--- src/rtl/cpu_pkg.sv ---
// Shared CPU definitions: datapath width, fetch state encoding and the HALT opcode.
package cpu_pkg;

    localparam int WORD_W = 16;

    typedef enum logic {
        IDLE = 1'b0,
        WAIT = 1'b1
    } fetch_state_t;

    localparam logic [3:0] HALT_OPCODE = 4'hF;

endpackage

--- src/rtl/fetch_unit.sv ---
// Instruction fetch stage: holds pc and the instruction register, and handshakes with instruction memory.
// Define FETCH_HALT_EN to make opcode 4'hF a sticky halt; otherwise halted is tied low.
module fetch_unit
    import cpu_pkg::*;
#(
    parameter logic [WORD_W-1:0] RESET_PC = 16'h0000,
    parameter int                PC_STEP  = 1
) (
    input  logic              clk,
    input  logic              reset,
    input  logic              fetch,
    input  logic              writeback,
    input  logic              branch_taken,
    input  logic [WORD_W-1:0] branch_target,
    output logic              imem_req,
    output logic [WORD_W-1:0] imem_addr,
    input  logic              imem_ready,
    input  logic [WORD_W-1:0] imem_rdata,
    output logic [WORD_W-1:0] instr,
    output logic [WORD_W-1:0] pc,
    output logic              instr_valid,
    output logic              stall,
    output logic              halted
);

    localparam logic [WORD_W-1:0] PC_INC = WORD_W'(PC_STEP);

    fetch_state_t state;
    fetch_state_t nextState;
    logic         capture;
    logic         redirect;
    logic         haltCapture;

    assign capture  = imem_req & imem_ready;
    assign redirect = writeback & branch_taken;

`ifdef FETCH_HALT_EN
    assign haltCapture = capture && (imem_rdata[WORD_W-1:WORD_W-4] == HALT_OPCODE);

    always_ff @(posedge clk or negedge reset) begin
        if (!reset) begin
            halted <= 1'b0;
        end else if (haltCapture) begin
            halted <= 1'b1;
        end
    end
`else
    assign haltCapture = 1'b0;
    assign halted      = 1'b0;
`endif

    always_ff @(posedge clk or negedge reset) begin
        if (!reset) begin
            state <= IDLE;
        end else begin
            state <= nextState;
        end
    end

    // Once a request is issued it is held until memory answers, even if fetch drops.
    always_comb begin
        nextState = state;
        case (state)
            IDLE: if (fetch && !halted && !imem_ready) nextState = WAIT;
            WAIT: if (imem_ready) nextState = IDLE;
            default: nextState = IDLE;
        endcase
    end

    always_comb begin
        imem_req  = ((state == IDLE) && fetch && !halted) || (state == WAIT);
        stall     = imem_req && !imem_ready;
        imem_addr = pc;
    end

    // A branch redirect overrides the post-capture increment, but the captured word is kept.
    always_ff @(posedge clk or negedge reset) begin
        if (!reset) begin
            pc          <= RESET_PC;
            instr       <= '0;
            instr_valid <= 1'b0;
        end else begin
            if (capture) begin
                instr       <= imem_rdata;
                instr_valid <= 1'b1;
                if (!haltCapture) begin
                    pc <= pc + PC_INC;
                end
            end else if ((state == IDLE) && imem_req) begin
                instr_valid <= 1'b0;
            end
            if (redirect) begin
                pc <= branch_target;
                if (!capture) begin
                    instr_valid <= 1'b0;
                end
            end
        end
    end

endmodule
--- config.mk ---
export PLATFORM = sky130hd
export DESIGN_NAME = fetch_unit
export DESIGN_NICKNAME = d
export VERILOG_FILES = /design/src/rtl/cpu_pkg.sv /design/src/rtl/fetch_unit.sv
export SDC_FILE = /design/constraint.sdc
export NUM_CORES = 1
export LEC_CHECK = 0
export ABC_AREA = 1
export ABC_CLOCK_PERIOD_IN_PS = 1400
export BUFFER_PORTS_ARGS = -buffer_cell sky130_fd_sc_hd__buf_2
export CAP_MARGIN = 20
export CORE_MARGIN = 4
export CORE_UTILIZATION = 42
export CTS_CLUSTER_DIAMETER = 80
export DETAILED_ROUTE_END_ITERATION = 6
export PLACE_DENSITY_LB_ADDON = 0.15
export SLEW_MARGIN = 30
export SYNTH_ARGS = -nofsm -noshare
export SYNTH_HDL_FRONTEND = slang
export SYNTH_SLANG_ARGS = --single-unit
--- constraint.sdc ---
create_clock -name clk -period 1.4 [get_ports clk]
set_clock_uncertainty 0.1 [all_clocks]
set_input_delay 0.07 -clock clk [delete_from_list [all_inputs] [get_ports clk]]
set_output_delay 0.07 -clock clk [all_outputs]
set_load 0.05 [all_outputs]
Word level (Yosys, flattened, before mapping)
Index checks and enable logic that the tools add are counted.
{"block": "word_totals", "out_inout_bits": 52, "regBits": 34, "inputBits": 38, "elab_cells": 24}
{"block": "classes", "n_reduce_logical": 7, "n_addsub": 1, "n_mux": 9, "n_bitwise": 3}
{"op": "$mux W16", "count": 2}
{"op": "$add A16 B1 Y16 const B", "count": 1}
{"op": "$mux W1", "count": 6}
{"op": "$logic_and A1 B1 Y1", "count": 4}
{"op": "$and A1 B1 Y1", "count": 2}
{"op": "$pmux W1 S2", "count": 1}
{"op": "$reduce_bool A2 Y1", "count": 1}
{"op": "$logic_not A1 Y1", "count": 1}
{"op": "$logic_or A1 B1 Y1", "count": 1}
{"op": "$not A1 Y1", "count": 1}

Depth between registers and ports, before layout
{"block": "logic_depth", "ltp_word": 8, "depth_mapped": 9}

Worst setup path before layout
No wires, ideal clock.
{"block": "synth_timing", "kind": "register to register", "startpoint": "register pc[0], in the netlist imem_addr[0]", "endpoint": "register pc[8], in the netlist imem_addr[8]", "setup_slack_ns": -0.405, "n_path_buf": 0, "setup_ns": 0.122, "arrival_ns": 1.583, "path_stages_with_launch": 9, "path_cell_list": "dfrtp_1 ha_1 nand2_2 nor2_4 nand2_4 nor2_2 a21oi_1 o21ai_1 nand2_1"}
{"block": "synth_between", "elab_chain_len": 3}
{"item": "start: declaration", "line": "fetch_unit.sv:20", "rtl": "output logic [WORD_W-1:0] pc,"}
{"item": "start signal: assignment", "line": "fetch_unit.sv:87", "rtl": "pc <= pc + PC_INC;"}
{"item": "start signal: assignment", "line": "fetch_unit.sv:93", "rtl": "pc <= branch_target;"}
{"item": "$add A16 B1 Y16", "line": "fetch_unit.sv:87"}
{"item": "$mux W16", "line": "fetch_unit.sv:83", "rtl": "if (capture) begin"}
{"item": "$mux W16", "line": "fetch_unit.sv:92", "rtl": "if (redirect) begin"}
Every way passes these cells. The select of a mux whose other input is x is not followed.
A chain may end at the register's enable or synchronous reset.

Final worst setup path
{"block": "layout_timing", "startpoint": "register pc[0], in the netlist imem_addr[0]", "endpoint": "register pc[10], in the netlist imem_addr[10]"}
Same word-level chain as after synthesis.

==> results.py <==
metrics = {
    "floorplan": {
        "core_area_um2": 4470,
        "die_w_um": 76.7,
        "initial_core_util": 0.443,
        "rows": 24,
        "io-pin-count": 90,
        "die_h_um": 76.7,
        "dieArea_um2": 5880,
    },
    "critical_path": {
        "worstRegToRegCells": 8,
        "r2r_start": "imem_addr[0]$_DFFE_PN0P_",
        "r2r_slack_ps": -20,
        "crit_type": "register to register",
        "endpoint_kind": "register",
        "r2r_end": "imem_addr[10]$_DFFE_PN0P_",
        "crit_required_ps": 1480,
        "start_kind": "register",
        "cp.arrival_ps": 1500,
        "cp_max_fo": 3,
    },
    "clock_network": {
        "cts_tree": "yes",
        "numCtsBuffers": 5,
        "cts_max_path_buffers": 2,
        "cts-root-buf": "clkbuf_8",
        "clkSlewWorstSetupHoldPaths_ps": 80,
        "insertion_delay_ps": 290,
        "clock_sinks": 34,
        "cts_max_level": 2,
    },
    "power_and_ir_drop": {
        "p_sw_mw": 2.09,
        "combPwrFrac": 0.481,
        "clkPwrFrac": 0.207,
        "p_leak_nw": 1.55,
        "swShare": 0.477,
        "cell_internal_pwr_mw": 2.29,
        "ir_drop_uv": 837,
        "seq_power_share": 0.312,
        "power_density_nw_per_um2": 1500,
    },
    "route": {
        "drc_errors": 0,
        "final_antenna_net_count": 0,
        "viasPerCell": 4.77,
        "wl_per_cell_um": 13.6,
        "via_count": 2055,
        "wl_mm": 5.85,
        "drtIter0Drc": 50,
        "firstDrtPassIters": 4,
    },
    "hold_path": {
        "holdPathEnd": "imem_addr[12]$_DFFE_PN0P_",
        "worstHoldPathCells": 5,
        "min-delay-path-class": "input port to register",
        "hold_start": "branch_target[12]",
    },
    "logic_synthesis": {
        "synth.top_cell.area_share": 0.429,
        "avgSynthCellArea_um2": 7.48,
        "synth_cells": 265,
        "syn_area_um2": 1980,
        "ys_seq_elements": 34,
        "synth_cell_types": 25,
        "ys_seq_area_frac": 0.429,
        "yosysWarnings": 0,
        "synth_top_area_cell": "dfrtp_1",
        "yosys-top-cells-area": "dfrtp_1 43%, nand2_1 19%, buf_4 7.6%",
        "synth_nets": 304,
    },
    "sta": {
        "setup_slack_ps": -21.2,
        "rsz0062_at_grt": "yes",
        "fin_crit_sh": 1.02,
        "finalHoldViolCount": 1,
        "hold_ws_ps": -0.675,
        "period_minus_slack_ps": 1420,
        "report.final.slew_viol_count": 0,
        "finalSetupViolCount": 3,
        "max_freq_ghz": 0.704,
    },
    "final_layout": {
        "fin_nets": 417,
        "syn_to_final_growth_pct": 47.2,
        "drive_gt1_frac": 0.414,
        "diodes": 0,
    },
    "status": {
        "status": "finished, violations left",
        "violations": "negative hold slack, negative setup slack",
    },
    "grt": {
        "overflow": 0,
        "grt_pass1_wl_mm": 9.68,
        "grtUsageMet1": 0.227,
        "gr-usage-met2": 0.379,
        "grt_usage": 0.205,
        "use_met3": 0.0410,
        "grt_max_degree": 35,
        "antenna_found_initial": 0,
        "grt_pass1_vias": 2117,
        "busiest_layer": "met2",
    },
    "placed_design": {
        "dpl_worst_slack_ps": 1.18,
        "port-buffer-count": 88,
        "dp_hpwl_mm": 3.76,
        "gp_congestion": 0.795,
    },
    "job": {
        "max_cap_viol_count": 0,
    },
}
## power by group through the flow
stage	sequential [mW]	clock [mW]	combinational, mW
after floorplan	1.93	0	0.965
after global placement	1.37	0	1.85
after detailed placement	1.38	0	1.86
after CTS	1.36	0.913	1.97
after global routing	1.40	0.967	2.24
final	1.37	0.907	2.10
## repair_timing
action | CTS | global route
endpoints found under the setup margin | 2 | 14
hold buffers | 28 | 0
setup buffers | 3 | 4
endpoints found under the hold margin | 60 | 0
pin swaps | 2 | 8
gates resized for setup | 1 | 24
## sequential cells by signal, summed over array words and instances, names as in the netlist
name,flops
imem_addr,16
instr,16
state,1
instr_valid,1
## routing by layer
metal | part of all wire | wire length, µm
met1 | 0.39 | 2310
met2 | 0.53 | 3090
met3 | 0.058 | 341
met4 | 0.019 | 109
met5 | 0 | 0
## cell type report
class,instances,area (µm²)
repair buffers,130,851
inverters,20,77.6
well taps,52,65.1
clock buffers,5,68.8
flip-flops and latches,34,870
clock inverters,3,40.0
multi-input cells,187,945
fillers,375,1560
## kinds of logic (layout without fill, tap and decap cells)
group	Yosys count	count (layout)	share of synthesized area
AND/OR/NAND/NOR	163	163	0.362
buffers and inverters	44	158	0.130
flip-flops	34	34	0.429
AO/OA/AOI/OAI	19	19	0.0568
XOR/XNOR	3	3	0.0133
adder cells (fa/ha/maj)	1	1	0.00631
other	1	1	0.00189
## cells in the mapped netlist
cell,number
nand2_1,101
dfrtp_1,34
nor2_1,24
buf_4,20
nand3_1,18
inv_1,14
nand2_2,6
o21ai_0,6
a21oi_1,5
inv_2,5
nor2_2,5
nor2_4,4
o21ai_1,3
o21bai_1,3
xor2_1,3
buf_2,2
buf_6,2
nand2_4,2
nand4_1,2
a211oi_1,1
a211oi_2,1
clkinv_1,1
conb_1,1
ha_1,1
nand3_2,1
## per-stage QoR
step / std cells / setup TNS (ps) / power (mW) / utilization / area (µm²)
after floorplan: 265 / -490 / 2.89 / - / 2020
after global placement: 388 / 0 / 3.22 / 0.536 / 2400
after detailed placement: 388 / 0 / 3.24 / 0.536 / 2400
after CTS: 427 / 0 / 4.24 / 0.629 / 2820
after global routing: 431 / -391 / 4.60 / 0.652 / 2920
final: 431 / -28.9 / 4.38 / 0.652 / 2920
## cell usage in the layout, fill, tap and decap left out, types with 4 or more instances in the layout
master | Yosys | routed
dfrtp_2 | 0 | 15
buf_6 | 2 | 4
nand2_4 | 2 | 5
a21oi_1 | 5 | 5
dlygate4sd3_1 | 0 | 28
buf_4 | 20 | 14
buf_2 | 2 | 84
nor2_4 | 4 | 8
dfrtp_1 | 34 | 19
nand2_2 | 6 | 5
nand2_1 | 101 | 99
inv_2 | 5 | 4
nand3_1 | 18 | 16
nor2_1 | 24 | 22
o21ai_0 | 6 | 6
clkbuf_8 | 0 | 5
inv_1 | 14 | 14
## worst max path at each step
stage	cells past startpoint	to	slack, ps	startpoint
after floorplan	8	imem_addr[10]$_DFFE_PN0P_	-120	imem_addr[1]$_DFFE_PN0P_
after global placement	8	imem_addr[14]$_DFFE_PN0P_	50	imem_addr[1]$_DFFE_PN0P_
after detailed placement	8	imem_addr[14]$_DFFE_PN0P_	1	imem_addr[1]$_DFFE_PN0P_
after CTS	8	imem_addr[14]$_DFFE_PN0P_	7	imem_addr[0]$_DFFE_PN0P_
after global routing	8	imem_addr[10]$_DFFE_PN0P_	-110	imem_addr[0]$_DFFE_PN0P_
final	8	imem_addr[10]$_DFFE_PN0P_	-20	imem_addr[0]$_DFFE_PN0P_
## worst max-delay path, stage by stage, from the launching register on
cell and delay (ps):
dfrtp_2 400, ha_4 170, nand2_4 60, nor2_4 160, nand2_4 90, o21ai_2 120
nand3_1 90, nand2_1 70, nand2_1 40
Power figures use the tool's default switching activity.
